<file path="config.mk">
export PLATFORM = sky130hd
export DESIGN_NAME = seg7_readback
export DESIGN_NICKNAME = d
export VERILOG_FILES = /design/src/rtl/seg7_pkg.sv /design/src/rtl/seg7_to_code.sv /design/src/rtl/seg7_readback.sv
export SDC_FILE = /design/constraint.sdc
export NUM_CORES = 1
export LEC_CHECK = 0
export CORE_AREA = 5 5 72 107
export DETAILED_ROUTE_END_ITERATION = 10
export DIE_AREA = 0 0 77 112
export GPL_TIMING_DRIVEN = 0
export PLACE_DENSITY = 0.74
export SYNTH_ARGS = -nofsm -noshare
export SYNTH_HDL_FRONTEND = slang
export SYNTH_SLANG_ARGS = --single-unit
</file>
<file path="constraint.sdc">
create_clock -name clk -period 14.1 [get_ports clk]
set_clock_uncertainty 0.15 [all_clocks]
set_input_delay 4.23 -clock clk [delete_from_list [all_inputs] [get_ports clk]]
set_output_delay 4.23 -clock clk [all_outputs]
set_load 0.1 [all_outputs]
</file>
<file path="src/rtl/seg7_pkg.sv">
// Shared 7-segment definitions: display codes, active-low glyph patterns (a..g = [6:0])
// and the readback FSM state type.
package seg7_pkg;

   localparam logic [4:0] CODE_BLANK = 5'd10;
   localparam logic [4:0] CODE_L     = 5'd11;
   localparam logic [4:0] CODE_O     = 5'd12;
   localparam logic [4:0] CODE_S     = 5'd13;
   localparam logic [4:0] CODE_T     = 5'd14;
   localparam logic [4:0] CODE_P     = 5'd15;
   localparam logic [4:0] CODE_A     = 5'd16;
   localparam logic [4:0] CODE_R     = 5'd17;
   localparam logic [4:0] CODE_U     = 5'd18;
   localparam logic [4:0] CODE_N     = 5'd19;
   localparam logic [4:0] CODE_C     = 5'd20;
   localparam logic [4:0] CODE_BAD   = 5'd31;

   localparam logic [6:0] SEG_0     = 7'b0000001;
   localparam logic [6:0] SEG_1     = 7'b1001111;
   localparam logic [6:0] SEG_2     = 7'b0010010;
   localparam logic [6:0] SEG_3     = 7'b0000110;
   localparam logic [6:0] SEG_4     = 7'b1001100;
   localparam logic [6:0] SEG_5     = 7'b0100100;
   localparam logic [6:0] SEG_6     = 7'b0100000;
   localparam logic [6:0] SEG_7     = 7'b0001111;
   localparam logic [6:0] SEG_8     = 7'b0000000;
   localparam logic [6:0] SEG_9     = 7'b0001100;
   localparam logic [6:0] SEG_BLANK = 7'b1111111;
   localparam logic [6:0] SEG_L     = 7'b1111001;
   localparam logic [6:0] SEG_O     = 7'b1100010;
   localparam logic [6:0] SEG_S     = 7'b0100100;
   localparam logic [6:0] SEG_T     = 7'b1110000;
   localparam logic [6:0] SEG_P     = 7'b0011000;
   localparam logic [6:0] SEG_A     = 7'b0001000;
   localparam logic [6:0] SEG_R     = 7'b1111010;
   localparam logic [6:0] SEG_U     = 7'b1100011;
   localparam logic [6:0] SEG_N     = 7'b1101010;
   localparam logic [6:0] SEG_C     = 7'b0110001;

   typedef enum logic [1:0] {StIdle, StSettle, StHeld} state_e;

   function automatic logic onehot_low(logic [3:0] an);
      return $onehot(~an);
   endfunction

   function automatic logic [1:0] digit_idx(logic [3:0] an);
      case (an)
         4'b1101: return 2'd1;
         4'b1011: return 2'd2;
         4'b0111: return 2'd3;
         default: return 2'd0;
      endcase
   endfunction

endpackage

</file>
<file path="src/rtl/seg7_to_code.sv">
// Combinational reverse lookup of an active-low segment pattern to its display code.
module seg7_to_code
   import seg7_pkg::*;
(
   input  logic [6:0] seg_i,
   output logic [4:0] code_o,
   output logic       bad_o
);

   always_comb begin
      code_o = CODE_BAD;
      bad_o  = 1'b0;
      case (seg_i)
         SEG_0:     code_o = 5'd0;
         SEG_1:     code_o = 5'd1;
         SEG_2:     code_o = 5'd2;
         SEG_3:     code_o = 5'd3;
         SEG_4:     code_o = 5'd4;
         // SEG_S is the same pattern, so an S always reads back as 5
         SEG_5:     code_o = 5'd5;
         SEG_6:     code_o = 5'd6;
         SEG_7:     code_o = 5'd7;
         SEG_8:     code_o = 5'd8;
         SEG_9:     code_o = 5'd9;
         SEG_BLANK: code_o = CODE_BLANK;
         SEG_L:     code_o = CODE_L;
         SEG_O:     code_o = CODE_O;
         SEG_T:     code_o = CODE_T;
         SEG_P:     code_o = CODE_P;
         SEG_A:     code_o = CODE_A;
         SEG_R:     code_o = CODE_R;
         SEG_U:     code_o = CODE_U;
         SEG_N:     code_o = CODE_N;
         SEG_C:     code_o = CODE_C;
         default:   bad_o  = 1'b1;
      endcase
   end

endmodule

</file>
<file path="src/rtl/seg7_readback.sv">
// Display self-test monitor: waits for each multiplexed digit to settle, decodes it back
// to a display code and publishes a coherent 4-digit frame.
module seg7_readback
   import seg7_pkg::*;
#(
   parameter int unsigned SETTLE = 4
) (
   input  logic       clk,
   input  logic       rst_n,
   input  logic [3:0] an,
   input  logic [6:0] seg,
   input  logic       clear,
   output logic [4:0] digit0,
   output logic [4:0] digit1,
   output logic [4:0] digit2,
   output logic [4:0] digit3,
   output logic       frame_valid,
   output logic       all_valid,
   output logic       bad_pattern
);

   logic [3:0]      an_q;
   logic [6:0]      seg_q;
   state_e          state_q, state_d;
   logic [3:0]      cnt_q, cnt_d;
   logic [3:0]      mask_q, mask_d;
   logic [3:0][4:0] slot_q, slot_d;
   logic [3:0][4:0] digit_q;
   logic            frame_valid_q, all_valid_q, bad_q;
   logic            an_ok, match, sample, publish;
   logic [4:0]      code;
   logic            code_bad;
   logic [1:0]      idx;

   seg7_to_code u_dec (
      .seg_i  (seg_q),
      .code_o (code),
      .bad_o  (code_bad)
   );

   assign an_ok = onehot_low(an);
   assign match = an_ok && (an == an_q) && (seg == seg_q);
   assign idx   = digit_idx(an_q);

   always_comb begin
      state_d = state_q;
      cnt_d   = cnt_q;
      sample  = 1'b0;
      unique case (state_q)
         StIdle: begin
            if (an_ok) begin
               state_d = StSettle;
               cnt_d   = '0;
            end
         end
         StSettle: begin
            if (!an_ok) begin
               state_d = StIdle;
               cnt_d   = '0;
            end else if (!match) begin
               cnt_d = '0;
            end else begin
               cnt_d = cnt_q + 4'd1;
               if (cnt_q == 4'(SETTLE - 1)) begin
                  sample  = 1'b1;
                  state_d = StHeld;
               end
            end
         end
         StHeld: begin
            if (!an_ok) begin
               state_d = StIdle;
               cnt_d   = '0;
            end else if (!match) begin
               state_d = StSettle;
               cnt_d   = '0;
            end
         end
         default: begin
            state_d = StIdle;
            cnt_d   = '0;
         end
      endcase
   end

   always_comb begin
      slot_d = slot_q;
      mask_d = mask_q;
      if (sample) begin
         slot_d[idx] = code;
         mask_d[idx] = 1'b1;
      end
      publish = sample && (mask_d == 4'hf) && !clear;
      // clear always wins over the mask, even for the digit sampled this cycle
      if (clear || publish) begin
         mask_d = '0;
      end
   end

   always_ff @(posedge clk) begin
      if (!rst_n) begin
         an_q          <= 4'hf;
         seg_q         <= 7'h7f;
         state_q       <= StIdle;
         cnt_q         <= '0;
         mask_q        <= '0;
         slot_q        <= {4{CODE_BLANK}};
         digit_q       <= {4{CODE_BLANK}};
         frame_valid_q <= 1'b0;
         all_valid_q   <= 1'b0;
         bad_q         <= 1'b0;
      end else begin
         an_q          <= an;
         seg_q         <= seg;
         state_q       <= state_d;
         cnt_q         <= cnt_d;
         mask_q        <= mask_d;
         slot_q        <= slot_d;
         frame_valid_q <= publish;
         if (publish) begin
            digit_q     <= slot_d;
            all_valid_q <= 1'b1;
         end
         if (clear) begin
            bad_q <= 1'b0;
         end else if (sample && code_bad) begin
            bad_q <= 1'b1;
         end
      end
   end

   assign digit0      = digit_q[0];
   assign digit1      = digit_q[1];
   assign digit2      = digit_q[2];
   assign digit3      = digit_q[3];
   assign frame_valid = frame_valid_q;
   assign all_valid   = all_valid_q;
   assign bad_pattern = bad_q;

endmodule

</file>
# Yosys cells after proc, flatten, opt, wreduce, memory -nomap -nowiden
# Index checks and enable logic that the tools add are counted.
# op_classes
n_addsub,4
multipliers,0
div_mod_pow,0
magnitude_cmp,2
n_eq_ne,33
shifts,0
n_mux,27
bitwise_logic,3
n_reduce_logical,15
# op_table
operator,count
$pmux W5 S20,1
$eq A7 B7 Y1 const B,9
$mux W4,6
$eq A7 B4 Y1 const B,3
$eq A7 B6 Y1 const B,3
$bwmux W20,1
$mux W20,1
$reduce_or A20 Y1,1
$eq A7 B5 Y1 const B,2
$eq A4 B4 Y1 const B,3
$mux W2,6
$pmux W2 S3,2
$pmux W4 S3,1
$demux W5 S2,1
$ne A3 B3 Y1 const B,3
$eq A7 B1 Y1 const B,1
$eq A7 B3 Y1 const B,1
$eq A7 B7 Y1,1
$logic_not A7 Y1,1
$logic_and A1 B1 Y1,6
$mux W1,6
$mux W5,1
$add A1 B1 Y2,2
$add A4 B1 Y4 const B,1
20 further kinds,21
# totals
regBits,64
latchBits,0
ram_bits,0
rom_bits,0
in_bits,14
out_inout_bits,23
wordCells,100
memories,0

# Logic depth before layout (Yosys ltp)
# Gate-level depths: netlist (run 1).
# depth
depth_word,15
ltp_mapped,11
depth_no_buf,10

# Hierarchy
# From an unflattened synthesis (run 1), not the netlist that was laid out.
# unflattened
cells_unflattened,307
hier_area_um2,3213.1
# by_module_without_submodules
mod,n_inst,cells_per_inst,area_each_um2,seq_area_each_um2
seg7_readback,1,232,2631.3,1281.2
seg7_to_code,1,75,581.8,0.0

# Worst setup path after synthesis (run 1)
# OpenSTA, ideal clock, no wires.
# synth_path
kind,input to register
start,input port an[0]
end,register digit_q (netlist bit digit1[4])
setup_ps,118
t_arrival_ps,7340
t_required_ps,13832
slack_ps,6492
cell_stages,10
n_path_buf,0
cell_sequence,fa_1 > inv_1 > ha_1 > ha_1 > or3b_4 > or4_4 > nor4_4 > and2_2 > mux2_2 > a22o_1
# synth_between
elab_chain_len,13
elab_cells_between_ends,15
classes_between,2 x add/sub; 3 x eq/ne; 5 x mux; 1 x bitwise; 4 x reduce/logical
# synth_lines
item,line,rtl
from (decl),seg7_readback.sv:10,"input logic [3:0] an,"
$not A4 Y4,seg7_pkg.sv:43,return $onehot(~an);
$add A1 B1 Y2 (not written as such),seg7_pkg.sv:43,
$add A2 B2 Y3 (not written as such),seg7_pkg.sv:43,
$eq A3 B1 Y1,seg7_pkg.sv:43,
$logic_and A1 B1 Y1 (2 in series),seg7_readback.sv:42,assign match = an_ok && (an == an_q) && (seg == seg_q);
$mux W1,seg7_readback.sv:60,end else if (!match) begin
$mux W1 (*),seg7_readback.sv:57,if (!an_ok) begin
$mux W1 (*),seg7_readback.sv:49,unique case (state_q)
$mux W4,seg7_readback.sv:89,if (sample) begin
$eq A4 B4 Y1,seg7_readback.sv:93,publish = sample && (mask_d == 4'hf) && !clear;
$logic_and A1 B1 Y1 (2 in series),seg7_readback.sv:93,
to (signal assigned),seg7_readback.sv:108,digit_q <= {4{CODE_BLANK}};
to (signal assigned),seg7_readback.sv:121,digit_q <= slot_d;
to (decl),seg7_readback.sv:28,logic [3:0][4:0] digit_q;
# Mark *: on every way between the ends. The rest lies on a longest branch, timed or not.
# A chain may end at the register's enable or synchronous reset.

# Worst setup path in the final report (run 1)
# layout_path
start,input port an[0]
end,register digit_q (netlist bit digit1[3])
# The elaborated chain is that of the path after synthesis.

==> results_dict.tcl, run 1 <==
set metrics [dict create \
    status "finished clean" \
    grt_setup_unrepaired "false" \
    fin_setup_tns_ns 0 \
    p_int_uw 302 \
    required_ns 14.16 \
    finalWirelength_um 8370 \
    yosys_register_bits 64 \
    crit_arrival_ns 8.22 \
    setup_viol 0 \
    finalHoldWorstSlack_ns 0.296 \
    nets 445 \
    syn2layout_area_growth_pct 20.6 \
    hold_path_end "all_valid$_SDFFE_PN0P_" \
    cts.clk_slew.worst_paths_ns 0.07 \
    clockBufferDepth 2 \
    syn_area_mm2 0.00324 \
    timing.slew.headroom_pct 34.2 \
    seqPwrFrac_pct 45.9 \
    die_w_um 77 \
    worstHoldPathType "reg -> reg" \
    synth_ff_type "dfxtp_1" \
    synth_commonest_cells "dfxtp_1, nor2_1, nand2_1" \
    post_cts_buffers 0 \
    io_buffers 35 \
    drc_errors 0 \
    diodes 0 \
    powerDensity_mw_per_mm2 102 \
    syn_inst 381 \
    dr.pass1.iters 6 \
    yosysWarnings 0 \
    grt_usage_pct 19.9 \
    drive_above_1_share_pct 7.18 \
    via_per_inst 5.94 \
    hold_viol_final 0 \
    synth_edf_count 0 \
    die_h_um 112 \
    synth_top_area_share_pct 39.5 \
    r2r_cells 7 \
    grt-ovfl-total 0 \
    pin_count 37 \
    wl_per_cell_um 16.4 \
    seq_area_frac_synth_pct 39.5 \
    hpwl_um 6270 \
    die_area_mm2 0.00862 \
    cts_num_sinks 64 \
    crit_path_end_kind "register" \
    synth_area_leaders "dfxtp_1, nor2_1, nand2_1" \
    fp.coreArea_mm2 0.00671 \
    pwr-share-comb_pct 10.6 \
    r2r_end "digit1[3]$_SDFFE_PN1P_" \
    synth_nets 399 \
    post_cts_resized 0 \
    worst_pin_slew_ns 0.984 \
    period_share_pct 57.9 \
    clockRootBuffer "clkbuf_8" \
    p_sw_uw 98.9 \
    cts_made_buffers 9 \
    p_leak_nw 1.40 \
    power_frac_clock_pct 43.5 \
    ir_worst_vdd_v 0.0000552 \
    yosys.area.top_type "dfxtp_1" \
    reg2reg_slack_ns 10.95 \
    multi_input_area_mm2 0.00182 \
    postCtsHoldBufs 0 \
    vias 3030 \
    async_flop_share_pct 0 \
    grt_max_degree 12 \
    std_cell_rows 37 \
    finalCriticalPeriod_ns 8.16 \
    regArea_mm2 0.00128 \
    gp_congestion 0.879 \
    synth.avg_cell_area_um2 8.51 \
    slew_violations 0 \
    clock_latency_ns 0.35 \
    floorplan.initialDensity_pct 48.3 \
    reg2reg_from "seg_q[3]$_SDFF_PN1_" \
    synth_most_common_cell "dfxtp_1" \
    min_path_cells 2 \
    grt_pass1_vias 2901 \
    htreeDepth 3 \
    ant_nets 0 \
    first_iter_violations 186 \
    grt_pass1_wl_um 13900 \
    crit_type "in -> reg" \
    p_sw_share_pct 24.7 \
    num-fill-cells 625 \
    critPathMaxFanout 4 \
    antenna_found_initial 0 \
    power.total_uw 401 \
    hp-start "all_valid$_SDFFE_PN0P_" \
    ys_types 62 \
    start_kind "primary input" \
    fmax_mhz 123 \
    cap_violations 0 \
    cts_tree "done" \
]
how the worst max path moves through the flow:
stage                from                     end  slack [ns]  depth (start not counted)
finish              an[0]  digit1[3]$_SDFFE_PN1P_        5.94                         11
global placement    an[0]  digit1[3]$_SDFFE_PN1P_        5.62                         11
floorplan           an[0]  digit1[4]$_SDFFE_PN0P_        6.49                         10
detailed placement  an[0]  digit1[3]$_SDFFE_PN1P_        5.57                         11
global route        an[0]  digit1[3]$_SDFFE_PN1P_        5.78                         11
CTS                 an[0]  digit1[3]$_SDFFE_PN1P_        5.93                         11
registers in the layout, summed over array words and instances, names as in the netlist:
signal / count
state_q: 2
slot_q: 20
cnt_q: 4
frame_valid: 1
digit1: 5
all_valid: 1
seg_q: 7
digit3: 5
bad_pattern: 1
digit2: 5
an_q: 4
mask_q: 4
digit0: 5
worst max-delay path, cell delays in order:
cell and delay (ns):
clkdlybuf4s50_1 0.48, fa_1 0.56, inv_1 0.04, ha_1 0.18
ha_1 0.29, or3b_4 0.44, or4_4 0.57, nor4_1 0.81
nor2b_1 0.15, a211oi_1 0.36, o21ai_0 0.11
cells by family after synthesis:
kind of cell	synth area share (%)
DFF	39.5
AOI/OAI and AO/OA	18.2
xor gates and xnor gates	4.59
buffers and inverters	4.40
muxes	2.51
and+or+nand+nor	29.0
adders and majority gates	1.78
routing by layer:
layer / GRT usage [%] / routed length, µm / vias up
li1: - / - / 1489
met1: 22.9 / 3380 / 1421
met2: 35.2 / 4360 / 101
met3: 3.96 / 423 / 19
met4: 8.83 / 205 / 0
met5: 0 / 0 / -
placed cells by master (no fill, tap or decap), drive strengths merged, types with 7 or more instances in the layout:
cell           count
nand2             33
clkbuf            32
xor2              14
a211oi            15
o21ai             22
dfxtp             64
o31ai              8
mux2i              7
nor4              11
nor2              34
nand3             12
nand2b            12
inv                9
a21oi             13
nor3              14
or4                7
clkdlybuf4s50     35
stage by stage:
step / utilization, % / cell area (µm²) / setup WS (ns) / std cells
CTS: 58.2 / 3910 / 5.93 / 510
global placement: 54.9 / 3690 / 5.62 / 494
finish: 58.2 / 3910 / 5.94 / 510
floorplan: - / 3240 / 6.49 / 381
global route: 58.2 / 3910 / 5.78 / 510
detailed placement: 54.9 / 3690 / 5.57 / 494
power by group through the flow:
| stage | logic (mW) | clock network [mW] | registers [mW] |
|---|---|---|---|
| after floorplan | 0.0290 | 0 | 0.188 |
| after global routing | 0.0467 | 0.187 | 0.184 |
| final | 0.0426 | 0.174 | 0.184 |
| after global placement | 0.0409 | 0 | 0.188 |
| after CTS | 0.0421 | 0.177 | 0.184 |
| after detailed placement | 0.0418 | 0 | 0.188 |
area by class of cell:
cell class                 count  area share, %
clock buffer                  10           3.52
buffer                        26           2.78
timing repair buffer          35           8.96
inverter                       9          0.864
tap                           78           2.50
multi-input combinational    282           46.5
clock inverter                 6           2.11
sequential                    64           32.8
(Power assumes the default switching activity.)
==> run 2, diff against run 1 <==
clock period = 8.5 ns   (was 14.1 ns; I/O delays follow)
==> results of run 2 <==
The final DEF is identical to that of run 1. Status: finished clean.
Among the figures that moved: setup slack after placement 5.57 ns -> 1.65 ns; setup slack after layout 5.94 ns -> 2.02 ns; register-to-register setup slack 10.95 ns -> 5.35 ns; total power 0.401 mW -> 0.664 mW; worst IR drop on VDD 0.0000552 V -> 0.0000915 V
